## config.mk

```make
export PLATFORM = sky130hd
export DESIGN_NAME = wb_slave_mux_wdt
export DESIGN_NICKNAME = d
export VERILOG_FILES = /design/src/rtl/wb_mux_pkg.sv /design/src/rtl/wb_mux_addr_decode.sv /design/src/rtl/wb_slave_mux_wdt.sv
export SDC_FILE = /design/constraint.sdc
export NUM_CORES = 1
export LEC_CHECK = 0
export CAP_MARGIN = 5
export CORE_AREA = 2 2 105 107
export CTS_BUF_LIST = sky130_fd_sc_hd__clkbuf_4
export CTS_CLUSTER_DIAMETER = 40
export DETAILED_ROUTE_END_ITERATION = 16
export DIE_AREA = 0 0 107 109
export PLACE_DENSITY = 0.77
export SLEW_MARGIN = 20
export SYNTH_ARGS = -nofsm -noshare
export SYNTH_HDL_FRONTEND = slang
export SYNTH_SLANG_ARGS = --single-unit
```

## constraint.sdc

```tcl
create_clock -name WBs_CLK_i -period 3.8 [get_ports WBs_CLK_i]
set_input_delay 1.14 -clock WBs_CLK_i [delete_from_list [all_inputs] [get_ports WBs_CLK_i]]
set_output_delay 1.14 -clock WBs_CLK_i [all_outputs]
set_load 0.05 [all_outputs]
```

## src/rtl/wb_mux_pkg.sv

```systemverilog
// ============================================================================
// Module   : wb_mux_pkg
// Brief    : Shared types and constants for the Wishbone slave mux/watchdog.
// Revision : 1.0
// ============================================================================
`default_nettype none

package wb_mux_pkg;

    typedef enum logic [1:0] {
        IDLE = 2'd0,
        BUSY = 2'd1,
        TERM = 2'd2
    } state_t;

    typedef enum logic [1:0] {
        ERR_NONE     = 2'd0,
        ERR_UNMAPPED = 2'd1,
        ERR_TIMEOUT  = 2'd2
    } err_t;

    localparam int          ERR_CNT_WIDTH  = 8;
    localparam logic [31:0] C_DEFAULT_READ = 32'hBADFABAC;
    localparam logic [31:0] C_TIMEOUT_READ = 32'hDEADFABC;

endpackage : wb_mux_pkg

`default_nettype wire

```

## src/rtl/wb_mux_addr_decode.sv

```systemverilog
// ============================================================================
// Module   : wb_mux_addr_decode
// Brief    : Aperture comparator; one-hot select with lowest-index priority.
// Revision : 1.0
// ============================================================================
`default_nettype none

module wb_mux_addr_decode
    import wb_mux_pkg::*;
#(
    parameter int                              N_SLAVES   = 5,
    parameter int                              APERWIDTH  = 17,
    parameter int                              APERSIZE   = 10,
    parameter logic [N_SLAVES*APERWIDTH-1:0]   BASE_ADDRS = {17'h05000, 17'h04000,
                                                             17'h03000, 17'h02000,
                                                             17'h01000}
) (
    input  logic [APERWIDTH-APERSIZE-1:0] i_adr_hi,
    output logic [N_SLAVES-1:0]           o_sel,
    output logic                          o_miss
);

    logic [N_SLAVES-1:0] w_hit;

    for (genvar gi = 0; gi < N_SLAVES; gi++) begin : g_hit
        assign w_hit[gi] = (i_adr_hi ==
                            BASE_ADDRS[gi*APERWIDTH+APERSIZE +: APERWIDTH-APERSIZE]);
    end

    // Scan from the top down so the lowest matching index is the last writer.
    always_comb begin
        o_sel = '0;
        for (int i = N_SLAVES - 1; i >= 0; i--) begin
            if (w_hit[i]) begin
                o_sel    = '0;
                o_sel[i] = 1'b1;
            end
        end
    end

    assign o_miss = ~|w_hit;

endmodule : wb_mux_addr_decode

`default_nettype wire

```

## src/rtl/wb_slave_mux_wdt.sv

```systemverilog
// ============================================================================
// Module   : wb_slave_mux_wdt
// Brief    : Wishbone slave interconnect with bus watchdog and sticky errors.
// Revision : 1.0
// ============================================================================
`default_nettype none

module wb_slave_mux_wdt
    import wb_mux_pkg::*;
#(
    parameter int                            N_SLAVES           = 5,
    parameter int                            APERWIDTH          = 17,
    parameter int                            APERSIZE           = 10,
    parameter logic [N_SLAVES*APERWIDTH-1:0] BASE_ADDRS         = {17'h05000, 17'h04000,
                                                                   17'h03000, 17'h02000,
                                                                   17'h01000},
    parameter int                            TIMEOUT_CYCLES     = 16,
    parameter logic [31:0]                   DEFAULT_READ_VALUE = C_DEFAULT_READ,
    parameter logic [31:0]                   TIMEOUT_READ_VALUE = C_TIMEOUT_READ
) (
    input  logic                       WBs_CLK_i,
    input  logic                       WBs_RST_i,
    input  logic [APERWIDTH-1:0]       WBs_ADR_i,
    input  logic                       WBs_CYC_i,
    input  logic                       WBs_STB_i,
    input  logic                       WBs_WE_i,
    output logic [31:0]                WBs_DAT_o,
    output logic                       WBs_ACK_o,
    output logic [N_SLAVES-1:0]        WBs_CYC_o,
    input  logic [N_SLAVES-1:0]        WBs_ACK_i,
    input  logic [N_SLAVES*32-1:0]     WBs_DAT_i,
    input  logic                       ERR_CLR_i,
    output logic                       ERR_INTR_o,
    output logic [1:0]                 ERR_TYPE_o,
    output logic [APERWIDTH-1:0]       ERR_ADR_o,
    output logic                       ERR_WE_o,
    output logic [ERR_CNT_WIDTH-1:0]   ERR_CNT_o
);

    localparam logic [7:0] C_CNT_LAST = 8'(TIMEOUT_CYCLES - 1);

    state_t                     r_state;
    logic [7:0]                 r_cnt;
    err_t                       r_term_err;
    err_t                       r_err_type;
    logic [APERWIDTH-1:0]       r_err_adr;
    logic                       r_err_we;
    logic [ERR_CNT_WIDTH-1:0]   r_err_cnt;

    logic [N_SLAVES-1:0]        w_sel;
    logic                       w_miss;
    logic                       w_slv_ack;
    logic [31:0]                w_rdata;
    logic                       w_start;
    logic                       w_err_unmapped;
    logic                       w_err_timeout;
    logic                       w_err_evt;

    wb_mux_addr_decode #(
        .N_SLAVES   (N_SLAVES),
        .APERWIDTH  (APERWIDTH),
        .APERSIZE   (APERSIZE),
        .BASE_ADDRS (BASE_ADDRS)
    ) u_decode (
        .i_adr_hi (WBs_ADR_i[APERWIDTH-1:APERSIZE]),
        .o_sel    (w_sel),
        .o_miss   (w_miss)
    );

    always_comb begin
        w_rdata = '0;
        for (int i = 0; i < N_SLAVES; i++) begin
            if (w_sel[i]) begin
                w_rdata = WBs_DAT_i[i*32 +: 32];
            end
        end
    end

    assign w_slv_ack      = |(WBs_ACK_i & w_sel);
    assign w_start        = WBs_CYC_i & WBs_STB_i;
    assign w_err_unmapped = (r_state == IDLE) & w_start & w_miss;
    // A slave ACK on the expiry cycle completes normally rather than timing out.
    assign w_err_timeout  = (r_state == BUSY) & WBs_CYC_i & ~w_slv_ack & (r_cnt == C_CNT_LAST);
    assign w_err_evt      = w_err_unmapped | w_err_timeout;

    always_ff @(posedge WBs_CLK_i) begin
        if (!WBs_RST_i) begin
            r_state    <= IDLE;
            r_cnt      <= '0;
            r_term_err <= ERR_NONE;
            r_err_type <= ERR_NONE;
            r_err_adr  <= '0;
            r_err_we   <= 1'b0;
            r_err_cnt  <= '0;
        end else begin
            case (r_state)
                IDLE: begin
                    r_cnt <= '0;
                    if (w_start) begin
                        if (w_miss) begin
                            r_state    <= TERM;
                            r_term_err <= ERR_UNMAPPED;
                        end else begin
                            r_state <= BUSY;
                        end
                    end
                end
                BUSY: begin
                    if (!WBs_CYC_i || w_slv_ack) begin
                        r_state <= IDLE;
                        r_cnt   <= '0;
                    end else if (r_cnt == C_CNT_LAST) begin
                        r_state    <= TERM;
                        r_term_err <= ERR_TIMEOUT;
                        r_cnt      <= '0;
                    end else begin
                        r_cnt <= r_cnt + 8'd1;
                    end
                end
                TERM: begin
                    r_state <= IDLE;
                end
                default: begin
                    r_state <= IDLE;
                end
            endcase

            // A new error coinciding with a clear takes precedence over the clear.
            if (w_err_evt) begin
                if (ERR_CLR_i) begin
                    r_err_cnt <= ERR_CNT_WIDTH'(1);
                end else if (r_err_cnt != '1) begin
                    r_err_cnt <= r_err_cnt + ERR_CNT_WIDTH'(1);
                end
                if (ERR_CLR_i || (r_err_type == ERR_NONE)) begin
                    r_err_type <= w_err_unmapped ? ERR_UNMAPPED : ERR_TIMEOUT;
                    r_err_adr  <= WBs_ADR_i;
                    r_err_we   <= WBs_WE_i;
                end
            end else if (ERR_CLR_i) begin
                r_err_type <= ERR_NONE;
                r_err_adr  <= '0;
                r_err_we   <= 1'b0;
                r_err_cnt  <= '0;
            end
        end
    end

    always_comb begin
        WBs_DAT_o = '0;
        case (r_state)
            BUSY:    WBs_DAT_o = w_rdata;
            TERM:    WBs_DAT_o = (r_term_err == ERR_TIMEOUT) ? TIMEOUT_READ_VALUE
                                                             : DEFAULT_READ_VALUE;
            default: WBs_DAT_o = '0;
        endcase
    end

    assign WBs_ACK_o  = ((r_state == BUSY) & WBs_CYC_i & w_slv_ack) | (r_state == TERM);
    assign WBs_CYC_o  = w_sel & {N_SLAVES{WBs_CYC_i & (r_state == BUSY)}};
    assign ERR_INTR_o = (r_err_type != ERR_NONE);
    assign ERR_TYPE_o = r_err_type;
    assign ERR_ADR_o  = r_err_adr;
    assign ERR_WE_o   = r_err_we;
    assign ERR_CNT_o  = r_err_cnt;

endmodule : wb_slave_mux_wdt

`default_nettype wire

```

After elaboration in Yosys (flattened, before gate mapping)
Cells that the tools add are included.

Bits in registers: 40. Bits in latches: 0. RAM bits: 0. Memory bits (read-only): 0. Bits of input ports: 188. Output and inout bits: 67. Word-level logic and storage cells: 91. Memories kept: 0.

Add/sub/neg operators: 2. Multiply operators: 0. Divide/modulo/power cells: 0. Order comparisons: 0. Equal/unequal tests: 16. Shift operators: 0. Multiplexer cells: 38. Bitwise gates (word level): 12. Reductions and logical operators: 16.

Operators by type and width (count): $mux W32 (5); $pmux W32 S2 (1); $mux W17 (3); $mux W8 (6); $mux W31 (1); $mux W5 (5); $mux W2 (11); $add A8 B1 Y8 const B (2); $pmux W8 S2 (1); $eq A7 B4 Y1 const B (2); $eq A7 B5 Y1 const B (2); $and A5 B5 Y5 (2); $reduce_or A5 Y1 (2); $eq A8 B4 Y1 const B (1); $ne A8 B8 Y1 const B (1); $pmux W2 S2 (2); $reduce_bool A2 Y1 (4); $and A1 B1 Y1 (7); $eq A7 B3 Y1 const B (1); $ne A2 B2 Y1 const B (3); $reduce_and A2 Y1 (3); $reduce_and A5 Y1 (1); $eq A2 B2 Y1 const B (2); $logic_not A2 Y1 (2); other kinds (8) (14).

Longest topological paths before layout
Gate-level depths: netlist (run 1).

Depth after elaboration: 14. Depth in mapped cells: 10. Depth with buffers taken out: 7.

Hierarchy
Synthesis (run 1) repeated with hierarchy kept, for this count alone.

Cells, all modules: 498. Area, all modules: 3528.4 um2.

Modules (own cells, without submodules): wb_slave_mux_wdt (instances 1, cells each 488, area each 3447.1 um2, sequential area each 800.8 um2); wb_mux_addr_decode (instances 1, cells each 10, area each 81.3 um2, sequential area each 0.0 um2).

Worst setup path before layout (run 1)
OpenSTA, ideal clock, no wires.

Path type: input port to output port. Start point: input port WBs_ADR_i[15]. End point: output port WBs_DAT_o[22]. Arrival: 3.670 ns. Required time: 2.660 ns. Slack: -1.010 ns. Stages on the path: 9. Buffers on the path: 3. Cells stage by stage: nor4_1 and3_1 clkbuf_1 buf_2 buf_2 nand2_1 o21ai_0 o21ai_0 a21boi_0.

Longest elaborated chain between the ends: 11. Elaborated cells between the ends (all ways): 16. Classes of those cells: eq/ne: 5; mux: 11.

Ends and longest elaborated chain: from (decl) (line wb_slave_mux_wdt.sv:23) `input logic [APERWIDTH-1:0] WBs_ADR_i,`; $eq A7 B5 Y1 (line wb_mux_addr_decode.sv:26) `assign w_hit[gi] = (i_adr_hi ==`; $mux W5 (3 in series) (line wb_mux_addr_decode.sv:34) `if (w_hit[i]) begin`; $mux W5 (*) (line wb_mux_addr_decode.sv:34); $mux W32 (4 in series) (line wb_slave_mux_wdt.sv:73) `if (w_sel[i]) begin`; $mux W32 (*) (line wb_slave_mux_wdt.sv:73); $pmux W32 S2 (*) (line wb_slave_mux_wdt.sv:151) `case (r_state)`; to (decl) (line wb_slave_mux_wdt.sv:27) `output logic [31:0] WBs_DAT_o,`.

Every way passes the cells marked *; elsewhere a longest branch is shown, timed or not.

Worst setup path after layout (run 1)
Start point: input port WBs_ADR_i[16]. End point: output port WBs_DAT_o[6].

The elaborated chain is that of the path after synthesis.

==> impl_metrics.prom, run 1 <==
# TYPE chip_impl_metric gauge
chip_impl_metric{name="pwr-share-comb",unit="%"} 49.7
chip_impl_metric{name="postRouteWirelength",unit="mm"} 16.5
chip_impl_metric{name="die-width",unit="um"} 107
chip_impl_metric{name="drt-wirelength-per-cell",unit="um"} 19.2
chip_impl_metric{name="post_drt_via_cell_ratio",unit=""} 5.41
chip_impl_metric{name="design_area",unit="mm^2"} 0.00731
chip_impl_metric{name="layout_setup_ws",unit="ns"} -0.129
chip_impl_metric{name="num_io_pins",unit=""} 255
chip_impl_metric{name="place.gp.congestion",unit=""} 0.889
chip_impl_metric{name="maxSlewHeadroom",unit="%"} 50.7
chip_impl_info{name="critical_path_class",value="input port to output pin"} 1
chip_impl_metric{name="pleak",unit="nW"} 2.68
chip_impl_metric{name="postSynthAreaPerCell",unit="um^2"} 7.57
chip_impl_metric{name="port-buffer-count",unit=""} 254
chip_impl_info{name="unrepaired_setup_endpoints_after_global_routing",value="true"} 1
chip_impl_metric{name="power.ir.vdd_worst",unit="mV"} 0.187
chip_impl_metric{name="drive_gt1_share",unit="%"} 25.5
chip_impl_metric{name="grt_pass1_wl",unit="mm"} 25.2
chip_impl_metric{name="total_gr_overflow",unit=""} 0
chip_impl_metric{name="detail-route-antenna-nets",unit=""} 0
chip_impl_info{name="cts_tree",value="built"} 1
chip_impl_metric{name="post-dp-hpwl",unit="mm"} 12.8
chip_impl_metric{name="final_cell_count_no_fill",unit=""} 859
chip_impl_info{name="hold_class",value="flop to flop"} 1
chip_impl_info{name="failed_checks",value="negative setup slack"} 1
chip_impl_metric{name="diodes",unit=""} 0
chip_impl_metric{name="switching_share",unit="%"} 34.1
chip_impl_metric{name="power.clock.fraction",unit="%"} 16.2
chip_impl_metric{name="final.hold.worst_slack",unit="ns"} 0.489
chip_impl_metric{name="synth-async-reset-ratio",unit="%"} 0
chip_impl_metric{name="max_slew.worst_pin.slew",unit="ns"} 0.740
chip_impl_metric{name="placed_area",unit="mm^2"} 0.00700
chip_impl_metric{name="net_load_switching_power",unit="W"} 0.000444
chip_impl_metric{name="synthesis.area",unit="mm^2"} 0.00332
chip_impl_metric{name="dpl.cell_count",unit=""} 846
chip_impl_metric{name="drc_errors",unit=""} 0
chip_impl_metric{name="power_density",unit="mW/mm^2"} 178
chip_impl_metric{name="design.core.area",unit="mm^2"} 0.0106
chip_impl_metric{name="filler_cell_count",unit=""} 801
chip_impl_metric{name="clock_skew",unit="ns"} 0.0125
chip_impl_metric{name="synthesis.nets",unit=""} 631
chip_impl_info{name="timing.critical_path.to_type",value="output pin"} 1
chip_impl_metric{name="internal_power_component",unit="W"} 0.000856
chip_impl_info{name="root_buffer_cell",value="clkbuf_4"} 1
chip_impl_metric{name="cp_data_required_time",unit="ns"} 2.66
chip_impl_metric{name="clkTransAtPathRegs",unit="ns"} 0.11
chip_impl_metric{name="clk_path_buf_depth",unit=""} 2
chip_impl_metric{name="ys_seq_area_share",unit="%"} 24.1
chip_impl_metric{name="first_global_vias",unit=""} 4875
chip_impl_info{name="dominantRegCellSynth",value="dfxtp_1"} 1
chip_impl_metric{name="first_pass_iters",unit=""} 5
chip_impl_metric{name="finalCriticalPeriod",unit="ns"} 3.93
chip_impl_metric{name="fp-row-count",unit=""} 38
chip_impl_metric{name="drv.max_cap_violation_count",unit=""} 0
chip_impl_metric{name="highest_achievable_clock_rate",unit="MHz"} 255
chip_impl_metric{name="distinct_cell_type_count_of_the_synthesized_netlist",unit=""} 54
chip_impl_info{name="critPathLaunchType",value="input port"} 1
chip_impl_metric{name="route.vias.total",unit=""} 4647
chip_impl_metric{name="setup-violations-final",unit=""} 32
chip_impl_metric{name="postSynthCellCount",unit=""} 438
chip_impl_metric{name="chipHeight",unit="um"} 109
chip_impl_metric{name="htree_num_levels",unit=""} 2
chip_impl_metric{name="finalCritPeriodShare",unit="%"} 103
chip_impl_metric{name="global_route_total_usage_across_every_layer",unit="%"} 27.6
chip_impl_metric{name="report.final.slew_viol_count",unit=""} 0
chip_impl_metric{name="ys_warn_count",unit=""} 0
chip_impl_metric{name="synthToLayoutAreaGrowth",unit="%"} 120
chip_impl_metric{name="grt_antenna_before_repair",unit=""} 0
chip_impl_metric{name="initial_core_util",unit="%"} 31.3
chip_impl_metric{name="design.die.area",unit="mm^2"} 0.0117
chip_impl_info{name="run_status",value="complete, but fails checks"} 1
chip_impl_metric{name="pre_cts_slack",unit="ns"} -0.624
chip_impl_metric{name="seq_power_share",unit="%"} 34.1
chip_impl_metric{name="clock-sinks",unit=""} 40
chip_impl_metric{name="dr.first_iter.drc_count",unit=""} 368
chip_impl_metric{name="cp.arrival",unit="ns"} 2.79
chip_impl_metric{name="crit_path_max_fanout",unit=""} 6
chip_impl_metric{name="count_of_flip_flops_with_a_built_in_enable_after_synthesis",unit=""} 0
chip_impl_metric{name="design.final.nets",unit=""} 911
chip_impl_metric{name="postSynthRegisterBits",unit=""} 40
chip_impl_metric{name="final_hold_viol_count",unit=""} 0
chip_impl_metric{name="tritoncts.num_buffers",unit=""} 5
chip_impl_metric{name="grt_start_max_net_pins",unit=""} 30
chip_impl_metric{name="worstSkewPairLatency",unit="ns"} 0.36
[worst paths after layout]
| path | cells past startpoint | start | slack [ns] | end |
|---|---|---|---|---|
| worst max register to register | 7 | r_state[1]$_SDFFE_PN0P_ | 0.85 | ERR_CNT_o[4]$_SDFFE_PN0P_ |
| worst min register to register | 1 | ERR_ADR_o[1]$_SDFFE_PN0P_ | 0.49 | ERR_ADR_o[1]$_SDFFE_PN0P_ |
| worst max-delay path | 11 | WBs_ADR_i[16] | -0.13 | WBs_DAT_o[6] |
| worst min-delay path | 1 | ERR_ADR_o[1]$_SDFFE_PN0P_ | 0.49 | ERR_ADR_o[1]$_SDFFE_PN0P_ |
[logic make-up (layout without fill, tap and decap cells)]
family	count (synthesis)	in the layout	share of synthesized area, %
AOI/OAI and AO/OA	162	162	33.6
adders and majority gates	5	5	1.89
buffers and inverters	42	323	5.24
xor gates and xnor gates	6	6	1.58
muxes	42	42	12.7
DFF	40	40	24.1
and+or+nand+nor	141	141	20.9
[layout make-up]
class,instances,area (um^2),area share (%)
repair buffers,308,3450,47.3
multi-input cells,356,2800,38.3
flip-flops and latches,40,801,11.0
well taps,140,175,2.40
clock buffers,5,37.5,0.513
inverters,7,26.3,0.359
clock inverters,3,13.8,0.188
[synthesized netlist by cell type, types with 3 or more instances]
library cell / number / area (um^2)
a21boi_0: 12 / 90.1
a21oi_1: 29 / 145
a221o_1: 9 / 90.1
a22o_1: 18 / 158
and2_1: 4 / 25.0
and3_1: 5 / 31.3
buf_1: 6 / 22.5
buf_2: 10 / 50.1
clkbuf_1: 18 / 67.6
dfxtp_1: 40 / 801
ha_1: 5 / 62.6
inv_1: 7 / 26.3
mux2i_1: 42 / 420
nand2_1: 40 / 150
nand2b_1: 3 / 18.8
nand3_1: 7 / 35.0
nand3b_1: 3 / 22.5
nand4_1: 3 / 18.8
nor2_1: 43 / 161
nor2b_1: 14 / 87.6
nor3_1: 4 / 20.0
nor4_1: 3 / 18.8
o21ai_0: 48 / 240
o22a_1: 10 / 87.6
o22ai_1: 5 / 31.3
o2bb2ai_1: 9 / 78.8
o31ai_1: 3 / 22.5
or4_1: 4 / 30.0
xor2_1: 5 / 43.8
[timing repair]
action / 4_1_cts / 5_1_grt
gates cloned: 3 / 1
pin swaps: 31 / 18
setup endpoints to repair: 38 / 34
setup buffers: 1 / 2
resized for setup: 71 / 13
hold buffers: 0 / 0
[flip-flops by register name, summed over array words and instances (netlist names)]
name        flops
r_cnt           8
ERR_ADR_o      17
ERR_CNT_o       8
r_term_err      2
ERR_TYPE_o      2
r_state         2
ERR_WE_o        1
[cell usage in the layout (no fill, tap or decap), types with 3 or more instances in the layout]
cell type and instances:
buf_4 35, nor2_4 16, nand3b_1 3, nand2_1 36, or4_1 4, clkdlybuf4s50_1 209
o22ai_2 3, a21boi_4 7, o21ai_1 11, buf_6 11, nand3_1 6, a221o_1 9
dfxtp_1 40, o2bb2ai_1 9, clkbuf_4 5, and3_1 3, xor2_1 5, and2_1 4
ha_1 5, a21oi_2 16, nand2_2 3, buf_12 44, o22a_1 10, a21oi_1 15
nor2b_1 8, nor2b_4 6, buf_2 3, a21boi_2 4, a22o_1 18, o31ai_1 3
nor2_1 26, inv_1 7, o21ai_2 4, mux2i_1 42, o21ai_0 34, nand4_1 3
[metal layers]
layer	vias to the layer above	track usage, %	part of all wire, %
met5	-	0	0
met4	0	8.72	2.8
met3	39	6.16	8.3
met2	247	51.1	50
met1	2170	31.4	39
li1	2191	-	-
[through the flow]
| stage | power [W] | utilization [%] | TNS [ns] |
|---|---|---|---|
| global placement | 0.00107 | 66.0 | -16.82 |
| global route | 0.00136 | 69.0 | -5.79 |
| finish | 0.00130 | 69.0 | -2.97 |
| detailed placement | 0.00108 | 66.0 | -18.96 |
| CTS | 0.00130 | 68.1 | -3.05 |
| floorplan | 0.000733 | - | -0.0567 |
[power by group through the flow]
stage               sequential [W]  combinational [W]  clock (W)
global route              0.000446           0.000679   0.000238
floorplan                 0.000483           0.000250          0
finish                    0.000444           0.000646   0.000211
global placement          0.000452           0.000616          0
detailed placement        0.000453           0.000624          0
CTS                       0.000444           0.000637   0.000218
[critical path, stage by stage]
cell,delay [ns]
buf_8,0.10
nor4_4,0.36
buf_4,0.19
nand3_4,0.08
buf_6,0.16
buf_4,0.13
buf_6,0.13
o22ai_4,0.16
a21oi_2,0.07
nor2_4,0.11
buf_12,0.14
Note: power is estimated with default switching activity, not from simulation.
==> run 2: changes to the inputs <==
--- a/config.mk
+++ b/config.mk
@@ -5,6 +5,7 @@
 export SDC_FILE = /design/constraint.sdc
 export NUM_CORES = 1
 export LEC_CHECK = 0
+export ABC_CLOCK_PERIOD_IN_PS = 3800
 export CAP_MARGIN = 5
 export CORE_AREA = 2 2 105 107
 export CTS_BUF_LIST = sky130_fd_sc_hd__clkbuf_4
@@ -12,6 +13,7 @@
 export DETAILED_ROUTE_END_ITERATION = 16
 export DIE_AREA = 0 0 107 109
 export PLACE_DENSITY = 0.77
+export SETUP_SLACK_MARGIN = 0.2
 export SLEW_MARGIN = 20
 export SYNTH_ARGS = -nofsm -noshare
 export SYNTH_HDL_FRONTEND = slang
==> run 2 against run 1 <==
Against the previous run: the flow still finishes with violations (negative setup slack); fmax shrank 0.29%; hold slack worse by 0.00066 ns; via count is 1.5% lower; register-to-register slack improved by 0.67 ns; total power is 7.5% higher; clock skew is 0.0016 ns higher; core utilization up 0.93 points; setup slack got worse by 0.011 ns; largest power group unchanged.
==> impl_metrics.prom, run 2 (synthesized netlist as in run 1, its figures left out) <==
# TYPE chip_impl_metric gauge
chip_impl_metric{name="largest_reg_flops",unit=""} 17
chip_impl_metric{name="final_cell_count_no_fill",unit=""} 861
chip_impl_metric{name="place.gp.congestion",unit=""} 0.956
chip_impl_metric{name="final.hold.worst_slack",unit="ns"} 0.488
chip_impl_metric{name="power.ir.vdd_worst",unit="mV"} 0.194
chip_impl_metric{name="synthToLayoutAreaGrowth",unit="%"} 123
chip_impl_metric{name="tritoncts.num_buffers",unit=""} 5
chip_impl_metric{name="report.final.slew_viol_count",unit=""} 0
chip_impl_metric{name="switching_share",unit="%"} 32.9
chip_impl_info{name="unrepaired_setup_endpoints_after_global_routing",value="true"} 1
chip_impl_metric{name="detail-route-antenna-nets",unit=""} 0
chip_impl_metric{name="cp.arrival",unit="ns"} 2.80
chip_impl_metric{name="total_gr_overflow",unit=""} 0
chip_impl_info{name="hold_start",value="ERR_ADR_o[11]$_SDFFE_PN0P_"} 1
chip_impl_metric{name="design.core.area",unit="mm^2"} 0.0106
chip_impl_metric{name="design.final.nets",unit=""} 913
chip_impl_metric{name="power_density",unit="mW/mm^2"} 189
chip_impl_info{name="run_status",value="complete, but fails checks"} 1
chip_impl_metric{name="worst_r2r_path_depth",unit=""} 8
chip_impl_metric{name="pwr-share-comb",unit="%"} 47.1
chip_impl_info{name="failed_checks",value="negative setup slack"} 1
chip_impl_metric{name="first_pass_iters",unit=""} 4
chip_impl_metric{name="chipHeight",unit="um"} 109
chip_impl_metric{name="totalNegativeSetupSlack",unit="ns"} -2.30
chip_impl_metric{name="hold_buffers",unit=""} 0
chip_impl_metric{name="design.die.area",unit="mm^2"} 0.0117
chip_impl_metric{name="clkTransAtPathRegs",unit="ns"} 0.12
chip_impl_info{name="critPathLaunchType",value="input port"} 1
chip_impl_metric{name="worst-r2r-setup-slack",unit="ns"} 1.52
chip_impl_metric{name="dr.first_iter.drc_count",unit=""} 233
chip_impl_metric{name="internal_power_component",unit="W"} 0.000937
chip_impl_metric{name="clk_path_buf_depth",unit=""} 2
chip_impl_metric{name="drt-wirelength-per-cell",unit="um"} 18.3
chip_impl_metric{name="port-buffer-count",unit=""} 254
chip_impl_metric{name="maxSlewHeadroom",unit="%"} 30.0
chip_impl_metric{name="net_load_switching_power",unit="W"} 0.000459
chip_impl_metric{name="max_slew.worst_pin.slew",unit="ns"} 1.04
chip_impl_metric{name="clock-sinks",unit=""} 40
chip_impl_metric{name="drv.max_cap_violation_count",unit=""} 0
chip_impl_info{name="critical_path_class",value="input port to output pin"} 1
chip_impl_metric{name="design_area",unit="mm^2"} 0.00741
chip_impl_metric{name="num_io_pins",unit=""} 255
chip_impl_metric{name="first_global_vias",unit=""} 4723
chip_impl_metric{name="pre_cts_slack",unit="ns"} -0.574
chip_impl_metric{name="postRouteWirelength",unit="mm"} 15.7
chip_impl_metric{name="crit_path_max_fanout",unit=""} 8
chip_impl_metric{name="worstSkewPairLatency",unit="ns"} 0.36
chip_impl_metric{name="post_drt_via_cell_ratio",unit=""} 5.32
chip_impl_metric{name="grt_start_max_net_pins",unit=""} 19
chip_impl_metric{name="final_hold_viol_count",unit=""} 0
chip_impl_metric{name="clock_skew",unit="ns"} 0.0141
chip_impl_metric{name="seq_power_share",unit="%"} 31.8
chip_impl_info{name="whs_endpoint",value="ERR_ADR_o[11]$_SDFFE_PN0P_"} 1
chip_impl_metric{name="post-dp-hpwl",unit="mm"} 12.5
chip_impl_info{name="root_buffer_cell",value="clkbuf_4"} 1
chip_impl_metric{name="pleak",unit="nW"} 2.73
chip_impl_metric{name="timing.hold.worst_path_depth",unit=""} 1
chip_impl_metric{name="layout_setup_ws",unit="ns"} -0.140
chip_impl_metric{name="fp-row-count",unit=""} 38
chip_impl_metric{name="drc_errors",unit=""} 0
chip_impl_metric{name="finalCriticalPeriod",unit="ns"} 3.94
chip_impl_metric{name="setup-violations-final",unit=""} 27
chip_impl_metric{name="drive_gt1_share",unit="%"} 25.8
chip_impl_info{name="timing.critical_path.to_type",value="output pin"} 1
chip_impl_metric{name="finalCritPeriodShare",unit="%"} 104
chip_impl_metric{name="htree_num_levels",unit=""} 2
chip_impl_metric{name="placed_area",unit="mm^2"} 0.00713
chip_impl_info{name="hold_class",value="flop to flop"} 1
chip_impl_info{name="r2r_start",value="r_state[1]$_SDFFE_PN0P_"} 1
chip_impl_metric{name="initial_core_util",unit="%"} 31.3
chip_impl_metric{name="power.clock.fraction",unit="%"} 21.2
chip_impl_metric{name="cp_data_required_time",unit="ns"} 2.66
chip_impl_metric{name="dpl.cell_count",unit=""} 844
chip_impl_info{name="reg2reg_to",value="ERR_CNT_o[4]$_SDFFE_PN0P_"} 1
chip_impl_metric{name="diodes",unit=""} 0
chip_impl_info{name="final_common_cell",value="clkdlybuf4s50_1"} 1
chip_impl_info{name="layout.cells.most_common_list",value="206 x clkdlybuf4s50_1, 47 x buf_12, 42 x mux2i_1, 40 x dfxtp_1, 38 x buf_4"} 1
chip_impl_metric{name="grt_antenna_before_repair",unit=""} 0
chip_impl_metric{name="die-width",unit="um"} 107
chip_impl_metric{name="grt_pass1_wl",unit="mm"} 24.3
chip_impl_info{name="cts_tree",value="built"} 1
chip_impl_metric{name="highest_achievable_clock_rate",unit="MHz"} 254
chip_impl_metric{name="route.vias.total",unit=""} 4577
chip_impl_metric{name="global_route_total_usage_across_every_layer",unit="%"} 26.5
[run 2: layout make-up]
type / count / area (um^2)
clock buffers: 5 / 37.5
clock inverters: 3 / 47.5
fillers: 828 / 3190
inverters: 7 / 26.3
multi-input cells: 356 / 2810
flip-flops and latches: 40 / 801
well taps: 140 / 175
repair buffers: 310 / 3510
[run 2: worst max path at each step]
stage | from | end | slack (ns) | cells after the start
floorplan | WBs_ADR_i[10] | WBs_DAT_o[22] | 0.08 | 9
global placement | WBs_ADR_i[16] | WBs_DAT_o[4] | -0.49 | 10
detailed placement | WBs_ADR_i[10] | WBs_DAT_o[14] | -0.57 | 10
CTS | WBs_ADR_i[15] | WBs_DAT_o[14] | -0.16 | 10
global route | WBs_ADR_i[15] | WBs_DAT_o[12] | -0.23 | 10
finish | WBs_ADR_i[15] | WBs_DAT_o[14] | -0.14 | 10
[run 2: power by group through the flow]
stage	clock network, W	logic (W)	registers, W
finish	0.000296	0.000658	0.000444
global route	0.000318	0.000692	0.000446
CTS	0.000296	0.000653	0.000443
detailed placement	0	0.000641	0.000452
global placement	0	0.000632	0.000452
floorplan	0	0.000265	0.000483
[run 2: layer usage]
metal	global-route usage, %	up-vias	part of all wire, %
met3	8.85	40	10
met4	9.83	0	3.3
li1	-	2192	-
met5	0	-	0
met2	49.1	244	50
met1	28.0	2101	36
[run 2: critical path, cell delays in order]
cell and delay [ns]:
buf_8 0.10, nor4_4 0.33, buf_4 0.17, and3_4 0.26, buf_12 0.15, o2bb2ai_2 0.10, a221o_1 0.14, nand2_2 0.07
a21boi_4 0.18, buf_12 0.15
[run 2: per-stage QoR]
stage	util (%)	power [W]
6_report	69.9	0.00140
3_5_place_dp	67.2	0.00109
5_1_grt	69.9	0.00146
3_3_place_gp	67.2	0.00108
2_1_floorplan	-	0.000748
4_1_cts	69.3	0.00139
[run 2: repair_timing]
item	CTS	global route
cloned	2	0
endpoints found under the setup margin	38	38
resized for setup	53	16
buffers inserted	5	2
pin swaps	16	5
